**config.mk**
```make
export PLATFORM = sky130hd
export DESIGN_NAME = uart_prog_loader_flat
export DESIGN_NICKNAME = d
export VERILOG_FILES = /design/src/rtl/uart_prog_loader_pkg.sv /design/src/rtl/uart_prog_loader_if.sv /design/src/rtl/uart_prog_loader_rx.sv /design/src/rtl/uart_prog_loader.sv /design/src/flat_wrapper.sv
export SDC_FILE = /design/constraint.sdc
export NUM_CORES = 1
export LEC_CHECK = 0
export ABC_CLOCK_PERIOD_IN_PS = 5000
export BUFFER_PORTS_ARGS = -buffer_cell sky130_fd_sc_hd__buf_2
export CELL_PAD_IN_SITES_DETAIL_PLACEMENT = 1
export CELL_PAD_IN_SITES_GLOBAL_PLACEMENT = 1
export CORE_AREA = 2 2 137 166
export CTS_CLUSTER_DIAMETER = 30
export DETAILED_ROUTE_END_ITERATION = 16
export DIE_AREA = 0 0 139 168
export HOLD_SLACK_MARGIN = 0.15
export PLACE_DENSITY = 0.85
export SLEW_MARGIN = 20
export SYNTH_ARGS = -nofsm -noshare
export SYNTH_HDL_FRONTEND = slang
export SYNTH_SLANG_ARGS = --single-unit
export TNS_END_PERCENT = 20
```
**constraint.sdc**
```tcl
create_clock -name clk -period 5 [get_ports clk]
set_clock_uncertainty 0.05 [all_clocks]
set_input_delay 0.5 -clock clk [delete_from_list [all_inputs] [get_ports clk]]
set_output_delay 0.5 -clock clk [all_outputs]
set_load 0.03 [all_outputs]
```
**src/rtl/uart_prog_loader_pkg.sv**
```systemverilog
// uart_prog_loader_pkg: shared state encodings, frame constants and baud helper
// for the UART program loader and its byte receiver.
package uart_prog_loader_pkg;
    localparam logic [7:0] SYNC_DEFAULT = 8'hA5;
    localparam int CSUM_W = 8;

    typedef enum logic [2:0] {S_IDLE, S_LEN0, S_LEN1, S_ADR0, S_ADR1, S_DATA, S_CSUM} ld_state_t;
    typedef enum logic [1:0] {RX_IDLE, RX_START, RX_DATA, RX_STOP} rx_state_t;

    function automatic int bit_div(input int clk_hz, input int baud);
        return clk_hz / baud;
    endfunction
endpackage

```
**src/rtl/uart_prog_loader_if.sv**
```systemverilog
// uart_prog_loader_if: serial input plus instruction-memory write port and status
// strobes of the loader; master is the loader, slave is the memory/host side.
interface uart_prog_loader_if;
    logic        phyrx;
    logic        w_en;
    logic [31:0] w_addr;
    logic [31:0] w_data;
    logic        hold_core;
    logic        done;
    logic        err;

    modport master (input phyrx, output w_en, w_addr, w_data, hold_core, done, err);
    modport slave (output phyrx, input w_en, w_addr, w_data, hold_core, done, err);
endinterface

```
**src/rtl/uart_prog_loader_rx.sv**
```systemverilog
// uart_rx_byte: 8N1 receiver with 2-flop synchronizer, mid-bit sampling and
// start-bit glitch rejection; pulses valid_o on a good stop bit, ferr_o otherwise.
module uart_rx_byte
    import uart_prog_loader_pkg::*;
#(
    parameter int BIT_DIV = 69
) (
    input  logic       clk,
    input  logic       rst,
    input  logic       rx_i,
    output logic [7:0] byte_o,
    output logic       valid_o,
    output logic       ferr_o
);
    localparam int CW = $clog2(BIT_DIV);
    localparam logic [CW-1:0] HALF = CW'(BIT_DIV / 2 - 1);
    localparam logic [CW-1:0] FULL = CW'(BIT_DIV - 1);

    rx_state_t     st_q, st_d;
    logic [2:0]    sync_q;
    logic [CW-1:0] cnt_q, cnt_d;
    logic [2:0]    bit_q, bit_d;
    logic [7:0]    sh_q, sh_d;
    logic          valid_q, valid_d, ferr_q, ferr_d;
    logic          rx_s, fall;

    // sync_q[1] is the synchronized line, sync_q[2] its previous value for edge detect
    assign rx_s = sync_q[1];
    assign fall = sync_q[2] & ~sync_q[1];

    always_ff @(posedge clk or posedge rst) begin
        if (rst) begin
            st_q    <= RX_IDLE;
            sync_q  <= 3'b111;
            cnt_q   <= '0;
            bit_q   <= '0;
            sh_q    <= '0;
            valid_q <= 1'b0;
            ferr_q  <= 1'b0;
        end else begin
            st_q    <= st_d;
            sync_q  <= {sync_q[1:0], rx_i};
            cnt_q   <= cnt_d;
            bit_q   <= bit_d;
            sh_q    <= sh_d;
            valid_q <= valid_d;
            ferr_q  <= ferr_d;
        end
    end

    always_comb begin
        st_d    = st_q;
        cnt_d   = cnt_q + 1'b1;
        bit_d   = bit_q;
        sh_d    = sh_q;
        valid_d = 1'b0;
        ferr_d  = 1'b0;
        case (st_q)
            RX_IDLE: begin
                cnt_d = '0;
                st_d  = fall ? RX_START : RX_IDLE;
            end
            RX_START: if (cnt_q == HALF) begin
                cnt_d = '0;
                bit_d = '0;
                st_d  = rx_s ? RX_IDLE : RX_DATA;
            end
            RX_DATA: if (cnt_q == FULL) begin
                cnt_d = '0;
                sh_d  = {rx_s, sh_q[7:1]};
                bit_d = bit_q + 3'd1;
                st_d  = (bit_q == 3'd7) ? RX_STOP : RX_DATA;
            end
            RX_STOP: if (cnt_q == FULL) begin
                cnt_d   = '0;
                st_d    = RX_IDLE;
                valid_d = rx_s;
                ferr_d  = ~rx_s;
            end
            default: st_d = RX_IDLE;
        endcase
    end

    assign byte_o  = sh_q;
    assign valid_o = valid_q;
    assign ferr_o  = ferr_q;
endmodule

```
**src/rtl/uart_prog_loader.sv**
```systemverilog
// uart_prog_loader: parses SYNC/LEN/BASE/data/CSUM frames from the UART and writes
// 32-bit words to instruction memory, holding the core in reset during a load.
module uart_prog_loader
    import uart_prog_loader_pkg::*;
#(
    parameter int         CLK_HZ         = 8_000_000,
    parameter int         BAUD           = 115_200,
    parameter int         TIMEOUT_CYCLES = 800_000,
    parameter logic [7:0] SYNC_BYTE      = SYNC_DEFAULT
) (
    input logic                clk,
    input logic                rst,
    uart_prog_loader_if.master bus
);
    localparam int BIT_DIV = bit_div(CLK_HZ, BAUD);
    localparam int GW = $clog2(TIMEOUT_CYCLES);
    localparam logic [GW-1:0] GAP_MAX = GW'(TIMEOUT_CYCLES - 1);

    ld_state_t         st_q, st_d;
    logic [15:0]       len_q, len_d, base_q, base_d, idx_q, idx_d;
    logic [1:0]        bidx_q, bidx_d;
    logic [23:0]       word_q, word_d;
    logic [CSUM_W-1:0] sum_q, sum_d;
    logic [GW-1:0]     gap_q, gap_d;
    logic              w_en_q, w_en_d, done_q, done_d, err_q, err_d;
    logic [31:0]       w_addr_q, w_addr_d, w_data_q, w_data_d;
    logic [7:0]        rx_byte;
    logic              rx_valid, rx_ferr, abort;

    uart_rx_byte #(.BIT_DIV(BIT_DIV)) u_rx (
        .clk     (clk),
        .rst     (rst),
        .rx_i    (bus.phyrx),
        .byte_o  (rx_byte),
        .valid_o (rx_valid),
        .ferr_o  (rx_ferr)
    );

    // a byte arriving on the timeout cycle keeps the frame alive
    assign abort = (st_q != S_IDLE) && !rx_valid && (rx_ferr || gap_q == GAP_MAX);

    always_ff @(posedge clk or posedge rst) begin
        if (rst) begin
            st_q     <= S_IDLE;
            len_q    <= '0;
            base_q   <= '0;
            idx_q    <= '0;
            bidx_q   <= '0;
            word_q   <= '0;
            sum_q    <= '0;
            gap_q    <= '0;
            w_en_q   <= 1'b0;
            w_addr_q <= '0;
            w_data_q <= '0;
            done_q   <= 1'b0;
            err_q    <= 1'b0;
        end else begin
            st_q     <= st_d;
            len_q    <= len_d;
            base_q   <= base_d;
            idx_q    <= idx_d;
            bidx_q   <= bidx_d;
            word_q   <= word_d;
            sum_q    <= sum_d;
            gap_q    <= gap_d;
            w_en_q   <= w_en_d;
            w_addr_q <= w_addr_d;
            w_data_q <= w_data_d;
            done_q   <= done_d;
            err_q    <= err_d;
        end
    end

    always_comb begin
        st_d     = st_q;
        len_d    = len_q;
        base_d   = base_q;
        idx_d    = idx_q;
        bidx_d   = bidx_q;
        word_d   = word_q;
        sum_d    = rx_valid ? sum_q + rx_byte : sum_q;
        gap_d    = (rx_valid || st_q == S_IDLE) ? '0 : gap_q + 1'b1;
        w_en_d   = 1'b0;
        w_addr_d = w_addr_q;
        w_data_d = w_data_q;
        done_d   = 1'b0;
        err_d    = 1'b0;
        if (abort) begin
            st_d  = S_IDLE;
            gap_d = '0;
            err_d = 1'b1;
        end else if (rx_valid) begin
            case (st_q)
                S_IDLE: if (rx_byte == SYNC_BYTE) begin
                    st_d  = S_LEN0;
                    sum_d = '0;
                end
                S_LEN0: begin
                    len_d[7:0] = rx_byte;
                    st_d       = S_LEN1;
                end
                S_LEN1: begin
                    len_d[15:8] = rx_byte;
                    st_d        = S_ADR0;
                end
                S_ADR0: begin
                    base_d[7:0] = rx_byte;
                    st_d        = S_ADR1;
                end
                S_ADR1: begin
                    base_d[15:8] = rx_byte;
                    idx_d        = '0;
                    bidx_d       = '0;
                    st_d         = (len_q == 16'd0) ? S_CSUM : S_DATA;
                end
                S_DATA: begin
                    bidx_d = bidx_q + 2'd1;
                    if (bidx_q == 2'd3) begin
                        w_en_d   = 1'b1;
                        w_data_d = {rx_byte, word_q};
                        w_addr_d = {14'b0, base_q + idx_q, 2'b00};
                        idx_d    = idx_q + 16'd1;
                        st_d     = (idx_q + 16'd1 == len_q) ? S_CSUM : S_DATA;
                    end else begin
                        word_d[{bidx_q, 3'b000} +: 8] = rx_byte;
                    end
                end
                S_CSUM: begin
                    st_d   = S_IDLE;
                    done_d = (sum_d == '0);
                    err_d  = (sum_d != '0);
                end
                default: st_d = S_IDLE;
            endcase
        end
    end

    assign bus.w_en      = w_en_q;
    assign bus.w_addr    = w_addr_q;
    assign bus.w_data    = w_data_q;
    assign bus.done      = done_q;
    assign bus.err       = err_q;
    assign bus.hold_core = (st_q != S_IDLE);
endmodule

```
**src/flat_wrapper.sv**
```systemverilog
// flat-port wrapper written by rule: the top's interface ports become plain ports
module uart_prog_loader_flat import uart_prog_loader_pkg::*;
#(
    parameter int         CLK_HZ         = 8_000_000,
    parameter int         BAUD           = 115_200,
    parameter int         TIMEOUT_CYCLES = 800_000,
    parameter logic [7:0] SYNC_BYTE      = SYNC_DEFAULT
)
  (clk, rst, bus_phyrx, bus_w_en, bus_w_addr, bus_w_data, bus_hold_core, bus_done, bus_err);
  uart_prog_loader_if bus_i ();
  input logic clk;
  input logic rst;
  input wire logic [$bits(bus_i.phyrx)-1:0] bus_phyrx;
  output wire logic [$bits(bus_i.w_en)-1:0] bus_w_en;
  output wire logic [$bits(bus_i.w_addr)-1:0] bus_w_addr;
  output wire logic [$bits(bus_i.w_data)-1:0] bus_w_data;
  output wire logic [$bits(bus_i.hold_core)-1:0] bus_hold_core;
  output wire logic [$bits(bus_i.done)-1:0] bus_done;
  output wire logic [$bits(bus_i.err)-1:0] bus_err;
  assign bus_i.phyrx = bus_phyrx;
  assign bus_w_en = bus_i.w_en;
  assign bus_w_addr = bus_i.w_addr;
  assign bus_w_data = bus_i.w_data;
  assign bus_hold_core = bus_i.hold_core;
  assign bus_done = bus_i.done;
  assign bus_err = bus_i.err;
  uart_prog_loader #(.CLK_HZ(CLK_HZ), .BAUD(BAUD), .TIMEOUT_CYCLES(TIMEOUT_CYCLES), .SYNC_BYTE(SYNC_BYTE)) u_core (.clk(clk), .rst(rst), .bus(bus_i));
endmodule
```
# Word level (Yosys, flattened, before mapping)
# Index checks and enable logic that the tools add are counted.
# W data, S select, Z words.
[word_totals]
regBits = 181
latchBits = 0
mem_bits_rw = 0
mem_bits_ro = 0
input_bits = 3
out_inout_bits = 68
wordCells = 130
n_memories = 0
[classes]
n_addsub = 8
multipliers = 0
div_mod_pow = 0
n_lt_le_gt_ge = 0
eq_ne = 22
n_shift = 2
n_mux = 45
bitwise = 4
n_reduce_logical = 27
[ops]
columns = ["cell", "n"]
rows = [
  ["$mux W20", 2],
  ["$mux W8", 5],
  ["$pmux W16 S2", 1],
  ["$bwmux W24", 1],
  ["$reduce_and A3 Y1", 8],
  ["$shift A8 B7 Y24 const A", 1],
  ["$shiftx A8 B7 Y24", 1],
  ["$pmux W7 S3", 1],
  ["$add A20 B1 Y20 const B", 1],
  ["$eq A20 B20 Y1 const B", 1],
  ["$mux W3", 6],
  ["$pmux W3 S6", 1],
  ["$add A16 B1 Y16 const B", 1],
  ["$add A16 B16 Y16", 1],
  ["$eq A16 B16 Y1", 1],
  ["$logic_not A16 Y1", 1],
  ["$mux W1", 16],
  ["$mux W16", 1],
  ["$mux W7", 2],
  ["$eq A3 B3 Y1 const B", 4],
  ["$mux W2", 6],
  ["$reduce_and A4 Y1", 3],
  ["$add A8 B8 Y8", 1],
  ["$eq A8 B8 Y1 const B", 1],
  ["30 further kinds", 41],
]

# Longest topological paths before layout
[logic_depth]
depth_word = 7
mapped_depth = 10

# By module
# A second synthesis with hierarchy kept.
[unflattened]
hier_cells = 991
hier_area_um2 = 9466.6
[modules_own_cells]
columns = ["mod", "n_inst", "cells_each", "area_per_inst_um2", "seq_area_each_um2"]
rows = [
  ["uart_prog_loader", 1, 896, 8304.2, 3903.7],
  ["uart_rx_byte", 1, 95, 1162.4, 629.4],
]

# Worst setup path before layout
# Ideal clock, no wire load.
[synth_path]
path_type = "register -> register"
startpoint = "register u_core.sum_q[0]"
endpoint = "register u_core.done_q, in the netlist u_core.bus.done"
setup_time_ns = 0.068
t_arrival_ns = 2.227
setup_slack_ns = 2.655
stages_incl_launch_ff = 10
path_buffers = 0
cell_sequence = "dfrtp_1 -> ha_1 -> fa_1 -> a211oi_1 -> o21ai_0 -> a21oi_1 -> xnor2_1 -> o31a_1 -> o22ai_1 -> and4_1"
[synth_between]
elab_chain_len = 6
[synth_rtl]
columns = ["element", "line", "text"]
rows = [
  ["start: declaration", "uart_prog_loader.sv:23", "logic [CSUM_W-1:0] sum_q, sum_d;"],
  ["start signal: assignment", "uart_prog_loader.sv:64", "sum_q <= sum_d;"],
  ["$add A8 B8 Y8", "uart_prog_loader.sv:81", "sum_d = rx_valid ? sum_q + rx_byte : sum_q;"],
  ["$mux W8 (*)", "uart_prog_loader.sv:81", ""],
  ["$logic_not A8 Y1 (*)", "uart_prog_loader.sv:130", "done_d = (sum_d == '0);"],
  ["$mux W1 (*)", "uart_prog_loader.sv:93", "case (st_q)"],
  ["$mux W1 (*)", "uart_prog_loader.sv:92", "end else if (rx_valid) begin"],
  ["$mux W1 (*)", "uart_prog_loader.sv:88", "if (abort) begin"],
  ["named net u_core.done_d", "uart_prog_loader.sv:25", "logic w_en_q, w_en_d, done_q, done_d, err_q, err_d;"],
  ["end signal: assignment", "uart_prog_loader.sv:69", "done_q <= done_d;"],
  ["end: declaration", "uart_prog_loader.sv:25", ""],
]
# Mark *: on every way through the listed nets, which the timed path passes. The rest lies on a longest branch.
# A chain may end at the register's enable or synchronous reset.

# Worst setup path after layout
[layout_path]
startpoint = "register u_core.idx_q[0]"
endpoint = "register u_core.w_addr_q[16], in the netlist u_core.bus.w_addr[16]"
[layout_between]
elab_chain_len = 1
[layout_rtl]
columns = ["element", "line", "text"]
rows = [
  ["start: declaration", "uart_prog_loader.sv:20", "logic [15:0] len_q, len_d, base_q, base_d, idx_q, idx_d;"],
  ["start signal: assignment", "uart_prog_loader.sv:61", "idx_q <= idx_d;"],
  ["$add A16 B16 Y16", "uart_prog_loader.sv:121", "w_addr_d = {14'b0, base_q + idx_q, 2'b00};"],
  ["end signal: assignment", "uart_prog_loader.sv:67", "w_addr_q <= w_addr_d;"],
  ["end: declaration", "uart_prog_loader.sv:26", "logic [31:0] w_addr_q, w_addr_d, w_data_q, w_data_d;"],
]
# Every way passes these cells.

==> qor.yml <==
cells_and_area:
  final_core_util: 0.469
  fin_area_um2: 10300
  insertedDiodeCount: 0
  area_delta_synth_final_pct: 11.8
  layout-drive-gt1-share: 0.145
  final_nets: 1039
power:
  intPower_w: 0.00221
  power_frac_seq: 0.500
  power_frac_comb: 0.043
  clkPwrFrac: 0.456
  p_total_w: 0.00303
  netSwitchingFraction: 0.270
  cellPowerDensity_nw_per_um2: 295
  irDropWorstVdd_mv: 0.225
  switching_power_w: 0.000819
  p_leak_nw: 4.93
timing:
  hold_viol: 0
  rsz0062_at_grt: "false"
  period_share: 0.567
  final.setup.tns_ns: 0
  fmax_mhz: 353
  period_needed_ns: 2.84
  worst_slew_pin_slew_ns: 0.959
  setup_viol: 0
  slew_viol_final: 0
  whs_ns: 0.207
  slew_headroom: 0.359
yosys:
  synth_cells: 961
  synth_warnings: 0
  synthArstFlopShare: 1.00
  synth-main-ff-cell: "dfrtp_1"
  synth.distinct_cells: 63
  yosys_register_bits: 181
  syn-cell-area_um2: 9200
  yosysSeqAreaShare: 0.493
  avgSynthCellArea_um2: 9.57
  synth_edf_count: 0
clock_tree:
  cts_resized: 0
  clk_pin_slew_ns: 0.08
  cts_tree: "done"
  post_cts_buffers: 0
  clockBufferDepth: 2
  root_buffer: "clkbuf_16"
  insertion_delay_ns: 0.44
  htree_levels: 4
  clock-sinks: 181
  ctsHoldBuffers: 1
  cts_buffers: 17
flow_run:
  max_cap_viol_count: 0
placed_design:
  dp_hpwl_mm: 15.2
  io_buffers: 54
  gp_congestion: 0.848
  dpl_cell_area_um2: 9660
grt:
  grt_pass1_vias: 7677
  antenna_found_initial: 0
  grt_max_degree: 140
  grt-ovfl-total: 0
  grt_pass1_wl_mm: 39.6
  track_usage: 0.209
critical_path:
  required_ns: 5.28
  arrival_ns: 3.11
  crit_start: "u_core.idx_q[0]"
  r2r_end: "u_core.bus.w_addr[16]"
  worstSetupStartpointType: "flip-flop"
  rr_worst_depth: 10
  end_kind: "flip-flop"
  reg2reg_slack_ns: 2.16
  critPathKind: "flip-flop to flip-flop"
  critical_path.max_fanout: 8
  r2r_start: "u_core.idx_q[0]"
routing:
  first_iter_violations: 429
  routedWlPerCell_um: 18.2
  viasPerCell: 5.51
  drc: 0
  antenna_left: 0
  routed_wl_mm: 23.5
  vias: 7115
  drt-pass1-iter-count: 4
die:
  initial_core_util: 0.420
  dieHeight_um: 168
  io_pins: 71
  die_area_um2: 23400
  core_um2: 21900
  row_count: 60
  die_w_um: 139
run_status:
  status: "finished clean"
worst_hold_path:
  hold_class: "input port to async pin"
routing by layer:
layer | track usage | share of wire
met1 | 0.257 | 0.42
met2 | 0.363 | 0.51
met3 | 0.0358 | 0.034
met4 | 0.0931 | 0.033
met5 | 0 | 0
flip-flops by register name, summed over array words and instances, names as in the netlist, 2 cells and up, named ones only:
register / count
u_core.bus.w_data: 32
u_core.word_q: 24
u_core.gap_q: 20
u_core.base_q: 16
u_core.bus.w_addr: 16
u_core.idx_q: 16
u_core.len_q: 16
u_core.sum_q: 8
u_core.u_rx.byte_o: 8
u_core.u_rx.cnt_q: 7
u_core.st_q: 3
u_core.u_rx.bit_q: 3
u_core.u_rx.sync_q: 3
u_core.bidx_q: 2
cell families (layout without fill, tap and decap cells):
| logic type | after synthesis | count (layout) | share of synthesized area |
|---|---|---|---|
| xor+xnor | 61 | 61 | 0.0581 |
| flops | 181 | 181 | 0.493 |
| simple gates | 402 | 402 | 0.206 |
| other cells | 1 | 16 | 0.000408 |
| mux | 45 | 45 | 0.0545 |
| buf+inv | 83 | 120 | 0.0408 |
| fa+ha+maj | 36 | 36 | 0.0506 |
| compound gates | 152 | 152 | 0.0966 |
cell usage in the layout, fill, tap and decap left out, drive strengths merged, types with 3 or more instances in the layout:
cell and count:
a211oi 3, nor2 57, buf 58, nand2 218
o21a 10, o21ai 82, o22ai 9, nand3 33
o31ai 5, dfrtp 178, nor3 15, nor2b 9
inv 33, dfstp 3, xnor2 31, nor3b 9
mux2i 4, nor4 13, clkinv 9, and3 11
xor2 30, a21oi 22, conb 16, and4 5
nand2b 6, ha 34, or3 3, clkbuf 17
nand4 13, mux2 41
cell usage after synthesis (all sizes together) (4+ instances only):
master	count	area share
nand2	218	0.089
o21a	10	0.0082
nor3b	9	0.0073
nor4	13	0.013
nor2	57	0.023
xnor2	31	0.030
mux2i	4	0.0044
o31ai	5	0.0041
nand2b	6	0.0041
mux2	41	0.050
clkbuf	30	0.012
and4	5	0.0048
nor3	15	0.0092
inv	28	0.011
o22ai	9	0.0061
nor2b	9	0.0061
nand4	13	0.0088
buf	24	0.017
and3	11	0.0086
xor2	30	0.029
ha	34	0.046
a21oi	22	0.012
o21ai	82	0.045
dfrtp	178	0.48
nand3	33	0.021
power by group through the flow:
stage	logic (W)	registers [W]	clock network, W
2_1_floorplan	0.000113	0.00154	0
3_3_place_gp	0.000122	0.00154	0
3_5_place_dp	0.000130	0.00155	0
4_1_cts	0.000136	0.00152	0.00142
5_1_grt	0.000151	0.00152	0.00147
6_report	0.000132	0.00152	0.00138
stage by stage:
stage,instances,setup slack [ns]
floorplan,976,2.13
global placement,1259,2.33
detailed placement,1259,2.23
CTS,1292,2.20
global route,1292,1.94
finish,1292,2.16
worst max-delay path by stage:
stage                            endpoint  slack, ns
floorplan                       async pin       2.13
global placement          u_core.bus.done       2.33
detailed placement  u_core.bus.w_addr[16]       2.23
CTS                       u_core.bus.done       2.20
global route        u_core.bus.w_addr[16]       1.94
finish              u_core.bus.w_addr[16]       2.16
critical path, cell delays in order (launching register included):
cell	delay [ns]
dfrtp_1	0.50
ha_1	0.30
inv_1	0.08
fa_1	0.21
nor2b_1	0.06
o21a_1	0.17
o21ai_0	0.41
a21oi_1	0.20
o41ai_1	0.40
mux2i_1	0.25
nand3_1	0.09
area by class of cell:
cell class                      instances  area, um^2
Fill cell                            2520       11600
Clock buffer                           17         425
Timing Repair Buffer                   59         323
Tap cell                              279         349
Clock inverter                         15         198
Sequential cell                       181        4530
Multi-Input combinational cell        712        4350
Inverter                               29         113
Power figures use the tool's default switching activity.
